### config.mk
export PLATFORM = sky130hd
export DESIGN_NAME = mem_channel_fsm
export DESIGN_NICKNAME = d
export VERILOG_FILES = /design/src/rtl/data_memory_pkg.sv /design/src/rtl/mem_channel_fsm.sv
export SDC_FILE = /design/constraint.sdc
export NUM_CORES = 1
export LEC_CHECK = 0
export CORE_ASPECT_RATIO = 1.25
export CORE_MARGIN = 1
export CORE_UTILIZATION = 39
export CTS_BUF_LIST = sky130_fd_sc_hd__clkbuf_8
export DETAILED_ROUTE_END_ITERATION = 16
export GPL_ROUTABILITY_DRIVEN = 0
export PLACE_DENSITY = 0.9
export REMOVE_ABC_BUFFERS = 1
export SYNTH_ARGS = -nofsm -noshare
export SYNTH_HDL_FRONTEND = slang
export SYNTH_SLANG_ARGS = --single-unit
### constraint.sdc
create_clock -name clk -period 1.9 [get_ports clk]
set_input_delay 0.285 -clock clk [delete_from_list [all_inputs] [get_ports clk]]
set_output_delay 0.285 -clock clk [all_outputs]
set_load 0.05 [all_outputs]
### src/rtl/data_memory_pkg.sv
// Shared types for the multi-channel data memory model: channel states, op kinds
// and the wrapped word-address helper used when packing multi-word reads.
package data_memory_pkg;

  typedef enum logic [1:0] {
    CH_IDLE = 2'd0,
    CH_WAIT = 2'd1,
    CH_RESP = 2'd2
  } chan_state_e;

  typedef enum logic {
    OP_READ  = 1'b0,
    OP_WRITE = 1'b1
  } op_e;

  // Address of word k of a read starting at base, wrapping modulo 2^abits.
  function automatic int unsigned wrap_addr(input int unsigned base,
                                            input int unsigned k,
                                            input int unsigned abits);
    return (base + k) & ((32'd1 << abits) - 32'd1);
  endfunction

endpackage

### src/rtl/mem_channel_fsm.sv
// One request channel: valid/ready handshake, fixed-latency countdown and the
// latched request, with strobes telling the top level when to commit or capture.
module mem_channel_fsm
  import data_memory_pkg::*;
#(
  parameter int ADDR_BITS = 8,
  parameter int DATA_BITS = 8,
  parameter int LATENCY   = 2
) (
  input  logic                 clk,
  input  logic                 reset,
  input  logic                 read_valid_i,
  input  logic [ADDR_BITS-1:0] read_addr_i,
  input  logic                 write_valid_i,
  input  logic [ADDR_BITS-1:0] write_addr_i,
  input  logic [DATA_BITS-1:0] write_data_i,
  output logic                 read_ready_o,
  output logic                 write_ready_o,
  output logic                 commit_o,
  output logic                 capture_o,
  output logic [ADDR_BITS-1:0] addr_o,
  output logic [DATA_BITS-1:0] wdata_o
);

  localparam logic [1:0] S_IDLE = CH_IDLE;
  localparam logic [1:0] S_WAIT = CH_WAIT;
  localparam logic [1:0] S_RESP = CH_RESP;
  localparam int CNT_W = $clog2(LATENCY) + 1;

  logic [1:0]           state_q, state_d;
  op_e                  op_q, op_d;
  logic [ADDR_BITS-1:0] addr_q, addr_d;
  logic [DATA_BITS-1:0] wdata_q, wdata_d;
  logic [CNT_W-1:0]     cnt_q, cnt_d;
  logic                 active_valid;

  assign active_valid = (op_q == OP_READ) ? read_valid_i : write_valid_i;

  always_comb begin
    state_d = state_q;
    op_d    = op_q;
    addr_d  = addr_q;
    wdata_d = wdata_q;
    cnt_d   = cnt_q;
    case (state_q)
      S_IDLE: begin
        if (read_valid_i) begin
          op_d    = OP_READ;
          addr_d  = read_addr_i;
          cnt_d   = CNT_W'(LATENCY - 1);
          state_d = S_WAIT;
        end else if (write_valid_i) begin
          op_d    = OP_WRITE;
          addr_d  = write_addr_i;
          wdata_d = write_data_i;
          cnt_d   = CNT_W'(LATENCY - 1);
          state_d = S_WAIT;
        end
      end
      S_WAIT: begin
        if (!active_valid)    state_d = S_IDLE;
        else if (cnt_q == '0) state_d = S_RESP;
        else                  cnt_d   = cnt_q - 1'b1;
      end
      S_RESP: begin
        if (!active_valid) state_d = S_IDLE;
      end
      default: state_d = S_IDLE;
    endcase
  end

  always_ff @(posedge clk) begin
    if (!reset) begin
      state_q <= S_IDLE;
      op_q    <= OP_READ;
      cnt_q   <= '0;
    end else begin
      state_q <= state_d;
      op_q    <= op_d;
      cnt_q   <= cnt_d;
    end
    addr_q  <= addr_d;
    wdata_q <= wdata_d;
  end

  // The edge leaving WAIT for RESP is the one that commits or captures; reset blocks it.
  logic fire;
  assign fire = reset && (state_q == S_WAIT) && active_valid && (cnt_q == '0);

  assign commit_o      = fire && (op_q == OP_WRITE);
  assign capture_o     = fire && (op_q == OP_READ);
  assign addr_o        = addr_q;
  assign wdata_o       = wdata_q;
  assign read_ready_o  = (state_q == S_RESP) && (op_q == OP_READ);
  assign write_ready_o = (state_q == S_RESP) && (op_q == OP_WRITE);

endmodule

==> impl_metrics.yaml <==
synthesis:
  yosys.area.top_type: "edfxtp_1"
  syn_area_per_cell_sq_um: 14.0
  synth_edf_count: 16
  yosysWarnings: 0
  yosysMostFrequentCell: "edfxtp_1"
  syn_area_sq_um: 881
  synth-compound-area-share_pct: 5.26
  synth-simple-area-share_pct: 12.5
  synth-seq-cells: 21
  synth_xor_area_share_pct: 0
  synthDistinctLibCells: 23
  synthAdderAreaFrac_pct: 1.42
  synth_top_family_by_area: "simple AND/OR/NAND/NOR gates"
  yosys-top-cells-count: "16 x edfxtp_1, 8 x mux2_2, 6 x nor2_1, 5 x dfxtp_1, 3 x inv_1"
  synthMuxAreaShare_pct: 12.5
  synth_top_area_share_pct: 54.5
  synth-main-ff-cell: "edfxtp_1"
  synth_cells: 63
  synthArstFlopShare_pct: 0
  synth_area_leaders: "edfxtp_1 55%, dfxtp_1 11%, mux2_2 10%, nor2_1 2.6%, mux2i_1 2.3%"
  yosysSeqAreaShare_pct: 65.9
clock_tree:
  cts_num_sinks: 21
  htree_levels: 1
  cts_buffers: 3
  clock_path_buffers: 2
  cts-root-buf: "clkbuf_8"
  clk_pin_slew_ns: 0.07
  tritoncts: "yes"
  cts_hold_buf: 0
  clkLatencyLatePin_ns: 0.26
finish:
  fin_util_pct: 73.4
  final_layout_size_suffix_gt1_share_pct: 22.6
  instances_no_fill: 145
  antenna_cells: 0
  nets: 145
  finalInstanceArea_sq_um: 1510
  fill_cells: 128
  synthToLayoutAreaGrowth_pct: 70.9
place:
  place_ws_ns: 0.130
  port_buffers: 47
  dp_hpwl_mm: 1.55
  dp.cells: 141
  placed_area_sq_um: 1420
setup_path:
  cp_max_fo: 5
  required_ns: 1.62
  path_class: "flop to primary output"
  startpoint_type: "flop"
  worstPathArrival_ns: 1.56
  setup.worst_path.end_class: "primary output"
global_routing:
  grt_usage_pct: 18.1
  grt_pass1_wl_mm: 3.06
  grt_max_degree: 12
  first_global_vias: 612
  antenna_found_initial: 0
  grt-ovfl-total: 0
pwr:
  total_power_mw: 1.17
  p_leak_nw: 0.547
  cellPowerDensity_nw_per_um2: 778
  ir_drop_mv: 0.626
sta:
  finalCriticalPeriod_ns: 1.85
  slew_viol_final: 0
  clock_skew_ns: 0.00187
  hold_viol_final: 0
  fin_ws_ns: 0.0542
  period_share_pct: 97.1
  fmax_ghz: 0.542
  setup_viol: 0
  slew_headroom_pct: 65.5
  worst_pin_slew_ns: 0.516
  setup_tns_ns: 0
  hold_slack_ns: 0.482
routing:
  remaining_drc_errors: 0
  drt_iter0_drc: 6
  post_drt_wl_per_cell_um: 14.5
  via_count: 692
  first_pass_iters: 4
  drtAntennaViolNets: 0
  wl_mm: 2.10
  via_per_inst: 4.77
floorplanning:
  die_w_um: 44.5
  ioPinCount: 48
  num_rows: 18
  start_util_pct: 43.0
  die_h_um: 55.1
  fp.dieArea_sq_um: 2450
  fp.coreArea_sq_um: 2050
min_path:
  hp-class: "flop to flop"
flow_run:
  maxCapViolCount: 0
outcome:
  outcome: "complete, no violations"
## routing by layer
layer  GRT usage [%]  vias up  wire [um]
met5               0        -          0
met4            12.1        0         53
met3            4.22        5        191
met2            27.0       40        953
met1            23.5      307        899
li1                -      340          -
## final timing paths
check        startpoint   endpoint  slack, ns  cells after the start
max reg2reg        op_q   cnt_q[0]       0.44                      3
min            cnt_q[1]   cnt_q[1]       0.48                      2
max            cnt_q[1]  capture_o       0.05                      6
min reg2reg    cnt_q[1]   cnt_q[1]       0.48                      2
## cell families (layout without fill, tap and decap cells)
kind of cell	count (synthesis)	count (layout)
flip-flops	21	21
AND/OR/NAND/NOR	20	20
multiplexers	10	10
AO/OA/AOI/OAI	6	6
buffers and inverters	5	57
adder cells (fa/ha/maj)	1	1
## layout by cell type (no fill, tap or decap), drive strengths merged
| cell type | instances |
|---|---|
| clkdlybuf4s50 | 43 |
| edfxtp | 16 |
| mux2 | 8 |
| buf | 7 |
| nor2 | 6 |
| dfxtp | 5 |
| inv | 4 |
| clkbuf | 3 |
| or2 | 2 |
| nand2 | 2 |
| mux2i | 2 |
| nor3 | 2 |
| a21oi | 2 |
| or4 | 2 |
| nor3b | 2 |
| and3b | 1 |
| nor2b | 1 |
| nand3 | 1 |
| a211oi | 1 |
| nand2b | 1 |
| o221ai | 1 |
| o22a | 1 |
| o311a | 1 |
| ha | 1 |
## layout make-up
| type | instances | area, sq um | share of cell area, % |
|---|---|---|---|
| clock inverters | 1 | 3.75 | 0.249 |
| clock buffers | 3 | 41.3 | 2.74 |
| inverters | 3 | 11.3 | 0.748 |
| repair buffers | 50 | 508 | 33.7 |
| flip-flops and latches | 21 | 581 | 38.6 |
| multi-input cells | 37 | 323 | 21.4 |
| well taps | 30 | 37.5 | 2.49 |
## state kept, by name, summed over array words and instances, names as in the netlist
name / count
cnt_q: 2
wdata_o: 8
op_q: 1
state_q: 2
addr_o: 8
## repair_timing
item	CTS	global route
pin swaps	1	2
endpoints found under the setup margin	1	2
setup buffers	0	0
hold endpoints to repair	0	0
resized for setup	1	7
## critical path, stage by stage (launching register included)
cell and delay, ns:
dfxtp_1 0.31, inv_1 0.10, ha_4 0.16, nor2b_4 0.17, nand3_4 0.11, nor3b_4 0.28
buf_12 0.17
## power by group
| group | internal (mW) | switching, mW | total, mW |
|---|---|---|---|
| registers | 0.540 | 0.0221 | 0.562 |
| logic | 0.152 | 0.180 | 0.332 |
| clock network | 0.144 | 0.133 | 0.277 |
| total | 0.836 | 0.335 | 1.17 |
Power figures use the tool's default switching activity.
